### src/rtl/instruction_queue.sv
// DEPTH-entry instruction FIFO between fetch and decode, with valid/ready on both sides,
// a synchronous flush, and the head word split into opcode (low bits) and data fields.
module instruction_queue #(
    parameter int INSTR_W  = 8,
    parameter int OPCODE_W = 4,
    parameter int DEPTH    = 4
) (
    input  logic                          clock,
    input  logic                          reset,
    input  logic                          in_valid,
    output logic                          in_ready,
    input  logic [INSTR_W-1:0]            instruction,
    input  logic                          flush,
    output logic                          out_valid,
    input  logic                          out_ready,
    output logic [OPCODE_W-1:0]           opcode,
    output logic [INSTR_W-OPCODE_W-1:0]   data,
    output logic [$clog2(DEPTH):0]        count
);

    localparam int PTR_W = $clog2(DEPTH);
    localparam int CNT_W = PTR_W + 1;
    localparam logic [CNT_W-1:0] FULL_COUNT = CNT_W'(DEPTH);

    logic [INSTR_W-1:0] mem [DEPTH];
    logic [PTR_W-1:0]   wr_ptr;
    logic [PTR_W-1:0]   rd_ptr;
    logic [CNT_W-1:0]   count_q;
    logic               push;
    logic               pop;
    logic [INSTR_W-1:0] head;

    // in_ready ignores out_ready on purpose: a full queue never takes a word, even while popping.
    assign in_ready  = (count_q != FULL_COUNT);
    assign out_valid = (count_q != '0);
    assign push      = in_valid & in_ready;
    assign pop       = out_valid & out_ready;
    assign count     = count_q;

    always_ff @(posedge clock or negedge reset) begin
        if (!reset) begin
            wr_ptr  <= '0;
            rd_ptr  <= '0;
            count_q <= '0;
        end else if (flush) begin
            wr_ptr  <= '0;
            rd_ptr  <= '0;
            count_q <= '0;
        end else begin
            if (push) begin
                wr_ptr <= wr_ptr + PTR_W'(1);
            end
            if (pop) begin
                rd_ptr <= rd_ptr + PTR_W'(1);
            end
            case ({push, pop})
                2'b10:   count_q <= count_q + CNT_W'(1);
                2'b01:   count_q <= count_q - CNT_W'(1);
                default: count_q <= count_q;
            endcase
        end
    end

    // Storage is not reset; occupancy alone decides what is visible.
    always_ff @(posedge clock) begin
        if (push && !flush) begin
            mem[wr_ptr] <= instruction;
        end
    end

    assign head = mem[rd_ptr];

    // Fields are forced to zero when empty so stale storage never leaks to decode.
    always_comb begin
        opcode = '0;
        data   = '0;
        if (out_valid) begin
            opcode = head[OPCODE_W-1:0];
            data   = head[INSTR_W-1:OPCODE_W];
        end
    end

endmodule

### config.mk
export PLATFORM = sky130hd
export DESIGN_NAME = instruction_queue
export DESIGN_NICKNAME = d
export VERILOG_FILES = /design/src/rtl/instruction_queue.sv
export SDC_FILE = /design/constraint.sdc
export NUM_CORES = 1
export LEC_CHECK = 0
export ABC_AREA = 1
export CELL_PAD_IN_SITES_DETAIL_PLACEMENT = 0
export CELL_PAD_IN_SITES_GLOBAL_PLACEMENT = 2
export CORE_MARGIN = 3
export CORE_UTILIZATION = 34
export DETAILED_ROUTE_END_ITERATION = 10
export GPL_ROUTABILITY_DRIVEN = 0
export PLACE_DENSITY = 0.83
export SETUP_SLACK_MARGIN = 0.4
export SLEW_MARGIN = 25
export SYNTH_ARGS = -nofsm -noshare
export SYNTH_HDL_FRONTEND = slang
export SYNTH_SLANG_ARGS = --single-unit
### constraint.sdc
create_clock -name clock -period 2.4 [get_ports clock]
set_clock_uncertainty 0.2 [all_clocks]
set_input_delay 0.48 -clock clock [delete_from_list [all_inputs] [get_ports clock]]
set_output_delay 0.48 -clock clock [all_outputs]
set_load 0.05 [all_outputs]
## After elaboration in Yosys (flattened, before gate mapping)

Memory sizes are Yosys's and may differ from the RTL's.
Cells that the tools add are included.

- Register bits after elaboration: 7
- Bits in writable memories: 32
- Bits of input ports: 13
- Word-level logic and storage cells: 29
- Memories kept: 1

- $add $sub $neg: 4
- Equal/unequal tests: 3
- Muxes and demuxes: 10
- Bitwise operators: 2
- Reductions and logical operators: 6

Memory list:

| name | depth | bits a word | read ports | clocked after memory_dff | wr ports | RTL line | RTL |
|---|---|---|---|---|---|---|---|
| mem | 4 | 8 | 1 | 0 | 1 | 25 | `logic [INSTR_W-1:0] mem [DEPTH];` |

Operators by type and width:

| operator | count |
|---|---|
| 2-bit two-way mux | 4 |
| 4-bit two-way mux | 2 |
| 3-bit case mux with 2 select lines | 1 |
| 3-bit nonzero test | 2 |
| 2-bit by 1-bit adder with 2-bit output, second input constant | 2 |
| 2-bit nonzero test | 2 |
| 3-bit by 1-bit adder with 3-bit output, second input constant | 1 |
| 3-bit two-way mux | 1 |
| 3-bit != test, second input constant | 1 |
| 3-bit by 1-bit subtractor with 3-bit output, second input constant | 1 |
| 1-bit AND | 2 |
| 2-bit by 1-bit == test with 1-bit output, second input constant | 1 |
| 2-bit == test, second input constant | 1 |
| 1-bit two-way mux | 2 |
| 1-bit logical AND | 1 |
| 1-bit logical NOT | 1 |

## Logic depth before layout (Yosys ltp)

Gate-level depths: netlist of the first run.

- Word-level depth: 5
- Mapped depth: 13

## Worst setup path after synthesis of the first run

Ideal clock, no wire load.

- Kind: register to output
- From: reg count_q[2], in the netlist count[2]
- To: out data[0]
- Arrival: 2.066 ns
- Setup slack: -0.346 ns
- Cell stages (with the launch flop): 6
- Path buffers: 1
- Path through: dfrtp_1 buf_6 inv_2 nand2_2 inv_1 a21oi_1

- Cells in the longest elaborated chain, start to end: 2

Ends and longest elaborated chain:

| element | RTL line | RTL |
|---|---|---|
| from (decl) | 28 | `logic [CNT_W-1:0] count_q;` |
| from (signal assigned) | 57 | `2'b10: count_q <= count_q + CNT_W'(1);` |
| from (signal assigned) | 58 | `2'b01: count_q <= count_q - CNT_W'(1);` |
| from (signal assigned) | 59 | `default: count_q <= count_q;` |
| 3-bit nonzero test | 35 | `assign out_valid = (count_q != '0);` |
| via out_valid | 14 | `output logic out_valid,` |
| 4-bit two-way mux | 77 | `if (out_valid) begin` |
| to (decl) | 17 | `output logic [INSTR_W-OPCODE_W-1:0] data,` |

The timed path passes the listed nets, and every way through them passes these cells.

## Worst setup path after layout of the first run

- From: reg count_q[1], in the netlist count[1]
- To: out data[0]

- Cells in the longest elaborated chain, start to end: 2

Ends and longest elaborated chain:

| element | RTL line |
|---|---|
| 3-bit nonzero test | 35 |
| 4-bit two-way mux | 77 |

Every way passes these cells.

==> impl_metrics.ini, run 1 <==
[status]
outcome = completed

[drt]
via_per_inst = 4.61
drt-total-wl_mm = 4.02
routedWlPerCell_um = 14.2
drtIter0Drc = 93
final_antenna_net_count = 0
drc = 0
num_vias = 1309
firstDrtPassIters = 4

[sta]
min_period_ns = 2.15
setup_viol = 0
clock.fmax_mhz = 465
setup_ws_ns = 0.249
timing.hold.ws_ns = 0.259
rsz0062_at_grt = true
hold_violations = 0
tns_ns = 0
slew_headroom = 0.675
worst_slew_pin_slew_ns = 0.489
min_period_over_period = 0.896
slew_violations = 0

[floorplan]
core-area_um2 = 4880
die_w_um = 78.3
placement_rows = 25
die_h_um = 78.3
initial_utilization = 0.364
io_pins = 26
die_area_um2 = 6130

[place]
pre_cts_slack_ns = 0.0539
dp_hpwl_mm = 2.70
port_buffers = 25

[global_route]
first_global_vias = 1332
grt_max_degree = 18
grt.total_usage = 0.145
grt_pass1_wl_mm = 6.62
antenna_found_initial = 0
grt_overflow = 0

[worst_setup_path]
cp.required_ns = 1.72
critical_path_class = flop to output port
cp-start-kind = flop
cp-end-kind = output port
arrival_ns = 1.47
path_max_fanout = 8

[job]
cap_viol_max_count = 0

[clocking]
cts_root_buf = clkbuf_8
htreeDepth = 2
clkTransAtPathRegs_ns = 0.07
cts_sinks = 39
numCtsBuffers = 5
cts_tree = done
clock_tree.buffer_depth = 2
ctsHoldBuffers = 0
clk_latency_ns = 0.29

[synthesis]
yosys_warnings = 0
ys_seq_area_frac = 0.639
synth_nets = 180
avgSynthCellArea_um2 = 11.0
netlist_area_um2 = 1780
synth_seq_cells = 39
synth_cells = 162
synth.distinct_cells = 27

[finish]
diodes = 0
nNetsFinal = 234
drive_gt1_frac = 0.359
synthToLayoutAreaGrowth_pct = 50.7

[power_and_ir_drop]
p_leak_nw = 1.04
worst_ir_drop_vdd_mv = 0.539
powerDensity_nw_per_um2 = 1330

[min_path]
hp-class = primary input to async pin
==> power breakdown <==
group	internal [W]	switching (W)	leakage [nW]
Sequential	0.000805	0.0000577	0.376
Clock	0.000415	0.000218	0.0654
Combinational	0.000916	0.00116	0.595
==> cells in the mapped netlist <==
library cell / count / area, um^2
clkbuf_2: 1 / 5.00
buf_4: 1 / 7.51
edfxtp_1: 32 / 961
buf_2: 1 / 5.00
fa_1: 1 / 20.0
dfrtp_1: 7 / 175
ha_1: 4 / 50.1
nor2_4: 2 / 22.5
nand3_1: 4 / 20.0
nor3_1: 1 / 5.00
a21oi_2: 1 / 8.76
nand2_1: 13 / 48.8
o21ai_0: 16 / 80.1
nand2_2: 2 / 12.5
nand3_2: 1 / 10.0
inv_4: 1 / 6.26
clkinv_1: 1 / 3.75
nand4_1: 3 / 18.8
xnor2_1: 1 / 8.76
buf_6: 2 / 22.5
xor2_1: 1 / 8.76
inv_1: 11 / 41.3
inv_2: 3 / 11.3
a21oi_1: 9 / 45.0
nand2_4: 2 / 22.5
o21ai_1: 2 / 10.0
nor2_1: 39 / 146
==> worst paths after layout <==
path | from | to | slack (ns) | cells past startpoint
max in group asynchronous | reset | count[2]$_DFFE_PN0P_ | 1.47 | 1
worst min-delay path | reset | wr_ptr[0]$_DFFE_PN0P_ | 0.26 | 1
worst max-delay path | count[1]$_DFFE_PN0P_ | data[0] | 0.25 | 6
worst max register to register | count[1]$_DFFE_PN0P_ | count[1]$_DFFE_PN0P_ | 0.43 | 12
min in group clock | wr_ptr[1]$_DFFE_PN0P_ | wr_ptr[1]$_DFFE_PN0P_ | 0.46 | 2
worst min register to register | wr_ptr[1]$_DFFE_PN0P_ | wr_ptr[1]$_DFFE_PN0P_ | 0.46 | 2
==> timing repair <==
action | 4_1_cts | 5_1_grt
resized for setup | 33 | 9
pin swaps | 6 | 7
setup endpoints to repair | 15 | 13
buffers inserted | 11 | 7
==> per-stage QoR <==
stage	util	total power [W]	std cells	cell area [um^2]
2_1_floorplan	-	0.00201	162	1900
3_3_place_gp	0.481	0.00263	258	2340
3_5_place_dp	0.481	0.00265	258	2340
4_1_cts	0.536	0.00351	277	2620
5_1_grt	0.549	0.00374	284	2680
6_report	0.549	0.00357	284	2680
==> cells in the final DEF (no fill, tap or decap), drive strengths merged <==
cell	count
a21oi	10
buf	36
bufinv	2
clkbuf	7
clkdlybuf4s15	2
clkdlybuf4s50	11
clkinv	1
clkinvlp	1
dfrtp	7
dlygate4sd2	2
edfxtp	32
fa	1
ha	4
inv	14
nand2	17
nand3	5
nand4	3
nor2	41
nor3	1
o21ai	18
xnor2	1
xor2	1
==> worst max-delay path: stages (launching register included) <==
cell and delay (ns):
dfrtp_2 0.43, nor2_4 0.20, nand2_8 0.09, clkinvlp_4 0.09, buf_12 0.16, a21oi_4 0.05
buf_12 0.16
==> metal layers <==
layer / GRT usage / part of all wire / up-vias
met1: 0.177 / 0.43 / 635
li1: - / - / 651
met5: 0 / 0 / -
met2: 0.248 / 0.53 / 16
met4: 0.0629 / 0.016 / 0
met3: 0.0298 / 0.028 / 7
==> area by class of cell <==
class | instances | area, um^2
Timing Repair Buffer | 52 | 569
Fill cell | 416 | 2200
Sequential cell | 39 | 1140
Clock buffer | 6 | 72.6
Inverter | 16 | 73.8
Clock inverter | 2 | 60.1
Multi-Input combinational cell | 102 | 676
Tap cell | 67 | 83.8
==> registers in the layout (all words and copies together), names as in the netlist <==
| register | cells |
|---|---|
| mem | 32 |
| rd_ptr | 2 |
| count | 3 |
| wr_ptr | 2 |
==> cells by family (layout without fill, tap and decap cells) <==
| group | Yosys count | count (layout) | share of synthesized area |
|---|---|---|---|
| xor gates and xnor gates | 2 | 2 | 0.00986 |
| buffers and inverters | 21 | 76 | 0.0577 |
| DFF | 39 | 39 | 0.639 |
| AOI/OAI and AO/OA | 28 | 28 | 0.0810 |
| and+or+nand+nor | 67 | 67 | 0.173 |
| adders and majority gates | 5 | 5 | 0.0394 |
No activity file was read; power rests on OpenSTA's default activity.
==> run 2, diff against run 1 <==
- REMOVE_ABC_BUFFERS: not set -> 1
==> run 2 against run 1 <==
Against the previous run:
- total power down 9.1%
- via count down 5.0%
- clock-buffer cell count down 1
- combinational power down 11%
- die area unchanged
- non-clock buffer count down 10
- wire length down 7.3%
- critical path depth unchanged
- sequential share of layout area up 2.5 points
- clock power down 15%
- cell count down 3.5%
- first-iteration DRC count down 19%
- critical path type unchanged
- critical endpoint is now opcode[1]
- largest power group unchanged
==> impl_metrics.ini, run 2 (same netlist as run 1, synthesis figures left out) <==
[floorplan]
die_area_um2 = 6130
placement_rows = 25
die_w_um = 78.3
initial_utilization = 0.364
io_pins = 26
die_h_um = 78.3
core-area_um2 = 4880

[drt]
routed.top_layer = met4
drc = 0
drtIter0Drc = 75
dr_wl_met2_mm = 1.87
met1_length_mm = 1.64
firstDrtPassIters = 4
num_vias = 1244
wl_met3_um = 178
final_antenna_net_count = 0
routedWlPerCell_um = 13.6
via_per_inst = 4.54
drt-total-wl_mm = 3.73

[worst_setup_path]
rrSetupSlack_ns = 0.46
r2r_cells = 12
cp.required_ns = 1.72
worstReg2RegEnd = count[2]$_DFFE_PN0P_
path_max_fanout = 5
cp-start-kind = flop
arrival_ns = 1.49
worstReg2RegStart = count[0]$_DFFE_PN0P_
critical_path_class = flop to output port
cp-end-kind = output port

[clocking]
htreeDepth = 2
clk_latency_ns = 0.28
cts_root_buf = clkbuf_8
cts_tree = done
numCtsBuffers = 5
cts_sinks = 39
ctsHoldBuffers = 0
clock_tree.buffer_depth = 2
clkTransAtPathRegs_ns = 0.08

[sta]
slew_headroom = 0.674
worst_slew_pin_slew_ns = 0.488
setup_viol = 0
clock.fmax_mhz = 460
setup_ws_ns = 0.227
min_period_ns = 2.17
hold_violations = 0
slew_violations = 0
rsz0062_at_grt = true
min_period_over_period = 0.905

[power_and_ir_drop]
p_leak_nw = 0.978
sw_frac_of_total = 0.412
seq_power_share = 0.267
worst_ir_drop_vdd_mv = 0.502
clkPwrFrac = 0.167
powerDensity_nw_per_um2 = 1280
comb_power_share = 0.567
total_power_w = 0.00324
internal-power_w = 0.00191
power.switching_w = 0.00134

[finish]
regMostFlops = mem
drive_gt1_frac = 0.391
design_area_um2 = 2540
nNetsFinal = 224
layout_common_cells = 32 x edfxtp_1, 27 x nor2_1, 16 x buf_4, 15 x o21ai_1
post-route-util = 0.520
fillers = 441
diodes = 0
synthToLayoutAreaGrowth_pct = 42.8
layout_commonest_cell = edfxtp_1
largest_reg_flops = 32

[min_path]
hp-class = primary input to async pin

[global_route]
grt.total_usage = 0.126
grt_max_degree = 18
first_global_vias = 1161
grt_overflow = 0
grt_pass1_wl_mm = 5.82
antenna_found_initial = 0

[job]
cap_viol_max_count = 0

[place]
dpl-instance-area_um2 = 2190
pre_cts_slack_ns = -0.0555
port_buffers = 25
dp_hpwl_mm = 2.56

[status]
outcome = completed
## run 2: layer usage
layer,vias up,global-route usage
li1,630,-
met3,4,0.0367
met1,585,0.159
met5,-,0
met2,25,0.210
met4,0,0.0385
## run 2: cell type report
class	instances	area (um^2)	share of cell area
flip-flops and latches	39	1140	0.451
multi-input cells	102	623	0.246
repair buffers	42	499	0.197
well taps	67	83.8	0.0330
inverters	16	71.3	0.0281
clock buffers	5	68.8	0.0271
clock inverters	3	46.3	0.0182
## run 2: power by group through the flow
stage / logic (W) / registers [W] / clock network (W)
2_1_floorplan: 0.000770 / 0.000968 / 0
6_report: 0.00184 / 0.000865 / 0.000541
3_3_place_gp: 0.00146 / 0.000908 / 0
3_5_place_dp: 0.00148 / 0.000909 / 0
4_1_cts: 0.00175 / 0.000858 / 0.000550
5_1_grt: 0.00195 / 0.000872 / 0.000586
## run 2: worst max-delay path by stage
stage | start | end | slack (ns) | cells past startpoint
detailed placement | in_valid | mem[3][2]$_DFFE_PP_ | -0.06 | 5
global route | rd_ptr[0]$_DFFE_PN0P_ | data[2] | 0.14 | 6
finish | rd_ptr[0]$_DFFE_PN0P_ | opcode[1] | 0.23 | 6
global placement | in_valid | mem[3][2]$_DFFE_PP_ | -0.01 | 5
floorplan | count[2]$_DFFE_PN0P_ | data[0] | -0.32 | 4
CTS | rd_ptr[0]$_DFFE_PN0P_ | data[2] | 0.23 | 6
## run 2: timing repair
action / CTS / global route
buffers inserted: 8 / 2
setup endpoints to repair: 43 / 42
pin swaps: 7 / 17
gates cloned: 0 / 1
gates resized for setup: 32 / 28
## run 2: through the flow
stage / hold WS (ns) / instances / setup TNS [ns]
after floorplan: -0.0156 / 157 / -2.99
after global placement: 0.410 / 255 / -0.0991
after detailed placement: 0.440 / 255 / -0.672
after CTS: 0.264 / 271 / 0
after global routing: 0.282 / 274 / 0
final: 0.260 / 274 / 0
## run 2: critical path, cell delays in order (launching register included)
cell	delay (ns)
dfrtp_4	0.50
buf_6	0.15
nor2_1	0.05
nor2_1	0.08
o21ai_1	0.08
a21oi_2	0.19
buf_12	0.15
==> run 3, diff against run 2 <==
- CORE_UTILIZATION: 34 -> 31
- HOLD_SLACK_MARGIN: not set -> 0.1
- PLACE_DENSITY: 0.83 -> 0.8
- clock period: 2.4 -> 1.82 ns (I/O delays scaled with it)
==> run 3 against run 2 <==
Against the previous run:
- the flow now finishes with violations (negative setup slack)
- setup slack worse by 0.43 ns
- non-clock buffer count rose by 19
- via count increased by 10%
- cell count increased by 8.4%
- register-to-register slack lost 0.60 ns
- sequential power is 31% higher
- sequential cell count did not move
- combinational power is 70% higher
- die area grew 8.9%
- wire length is 16% higher
- total power rose by 48%
- global-route usage is 1.4 points higher
==> impl_metrics.ini, run 3 (same netlist as run 1, synthesis figures left out) <==
[clocking]
clock_tree.buffer_depth = 2
cts_root_buf = clkbuf_8
htreeDepth = 2
cts_sinks = 39
numCtsBuffers = 5
clkTransAtPathRegs_ns = 0.07
cts_tree = done
clk_latency_ns = 0.28
ctsHoldBuffers = 0

[drt]
drc = 0
drtIter0Drc = 40
num_vias = 1374
routedWlPerCell_um = 14.6
drt-total-wl_mm = 4.34
final_antenna_net_count = 0
via_per_inst = 4.63
firstDrtPassIters = 6

[worst_setup_path]
rrSetupSlack_ns = -0.14
cp_cell_sequence = nor2_4 -> nand2_4 -> buf_6 -> inv_6 -> buf_8 -> a21oi_2 -> buf_12
cp-start-kind = flop
cp-end-kind = output port
path_max_fanout = 4
r2r_cells = 12
arrival_ns = 1.46
worstReg2RegEnd = count[2]$_DFFE_PN0P_
slowest_stage = dfrtp_1
slowest_delay_ns = 0.41
worstReg2RegStart = count[1]$_DFFE_PN0P_
critical_path_class = flop to output port
cp.required_ns = 1.26

[floorplan]
io_pins = 26
initial_utilization = 0.333
core-area_um2 = 5340
die_area_um2 = 6680
die_w_um = 81.7
placement_rows = 26
die_h_um = 81.7

[finish]
regMostFlops = mem
fillers = 469
synthToLayoutAreaGrowth_pct = 61.0
layout_common_cells = 33 x nor2_1, 32 x edfxtp_1, 17 x buf_6, 14 x buf_4, 13 x buf_12
diodes = 0
nNetsFinal = 244
largest_reg_flops = 32
stdcell_count = 297
drive_gt1_frac = 0.441
layout_commonest_cell = nor2_1

[power_and_ir_drop]
powerDensity_nw_per_um2 = 1680
worst_ir_drop_vdd_mv = 0.786
total_power_w = 0.00481
p_leak_nw = 1.13

[min_path]
hp-class = primary input to async pin

[global_route]
grt.total_usage = 0.140
grt_max_degree = 13
antenna_found_initial = 0
grt_pass1_wl_mm = 6.94
grt_overflow = 0
first_global_vias = 1486

[place]
port_buffers = 25
dpl.cell_count = 277
dp_hpwl_mm = 2.90

[sta]
slew_violations = 0
min_period_ns = 2.02
clock.fmax_mhz = 495
worst_slew_pin_slew_ns = 0.412
min_period_over_period = 1.11
setup_ws_ns = -0.200
slew_headroom = 0.725
rsz0062_at_grt = true
hold_violations = 0
setup_viol = 34
tns_ns = -1.96

[status]
violations = negative setup slack
outcome = finished, violations left

[job]
cap_viol_max_count = 0
## run 3: cell types whose count changed in the layout (fill, tap and decap cells not counted), moves of 4 or more
| cell | delta |
|---|---|
| a21oi_4 | +4 |
| buf_12 | +4 |
| buf_6 | +16 |
| buf_8 | +4 |
| nor2_1 | +6 |
| nor2_2 | -10 |
| nor2_4 | +4 |
| o21ai_1 | -5 |
## run 3: timing repair
item	4_1_cts	5_1_grt
setup buffers	6	4
gates resized for setup	40	51
setup endpoints to repair	50	52
cloned	1	1
pin swaps	8	25
## run 3: worst max path at each step
stage | from | to | slack, ns
finish | count[1]$_DFFE_PN0P_ | data[2] | -0.20
global route | rd_ptr[0]$_DFFE_PN0P_ | opcode[0] | -0.28
floorplan | count[1]$_DFFE_PN0P_ | count[2]$_DFFE_PN0P_ | -0.88
CTS | count[0]$_DFFE_PN0P_ | opcode[1] | -0.22
global placement | in_valid | count[2]$_DFFE_PN0P_ | -0.36
detailed placement | in_valid | count[2]$_DFFE_PN0P_ | -0.45
## run 3: area by class of cell
| class | count | area, um^2 | share of cell area |
|---|---|---|---|
| flip-flops and latches | 39 | 1140 | 0.398 |
| repair inverters | 1 | 16.3 | 0.00569 |
| clock inverters | 2 | 12.5 | 0.00437 |
| clock buffers | 6 | 72.6 | 0.0254 |
| repair buffers | 61 | 752 | 0.263 |
| well taps | 70 | 87.6 | 0.0306 |
| inverters | 16 | 75.1 | 0.0262 |
| multi-input cells | 102 | 706 | 0.247 |
## run 3: report_power, final
part,leakage (nW),internal (W),switching (W),total (W)
clock,0.0412,0.000268,0.000282,0.000550
sequential,0.380,0.00106,0.0000686,0.00113
combinational,0.704,0.00150,0.00163,0.00313
## run 3: layer usage
| layer | vias up | GRT usage | share of wire |
|---|---|---|---|
| met5 | - | 0 | 0 |
| met2 | 22 | 0.236 | 0.54 |
| met3 | 5 | 0.0241 | 0.035 |
| li1 | 668 | - | - |
| met1 | 679 | 0.179 | 0.42 |
| met4 | 0 | 0.0565 | 0.0097 |
## run 3: critical path, delay by kind of cell, from the launching register on
kind,cells,cell delay (ns)
AOI/OAI and AO/OA,1,0.05
buffers and inverters,4,0.47
DFF,1,0.41
and+or+nand+nor,2,0.25
## run 3: stage by stage
stage / util / worst slack (ns) / area, um^2 / hold WS [ns]
4_1_cts: 0.499 / -0.215 / 2660 / 0.179
3_3_place_gp: 0.448 / -0.357 / 2390 / 0.406
6_report: 0.536 / -0.200 / 2860 / 0.181
2_1_floorplan: - / -0.883 / 1740 / -0.132
3_5_place_dp: 0.448 / -0.448 / 2390 / 0.451
5_1_grt: 0.536 / -0.283 / 2860 / 0.181
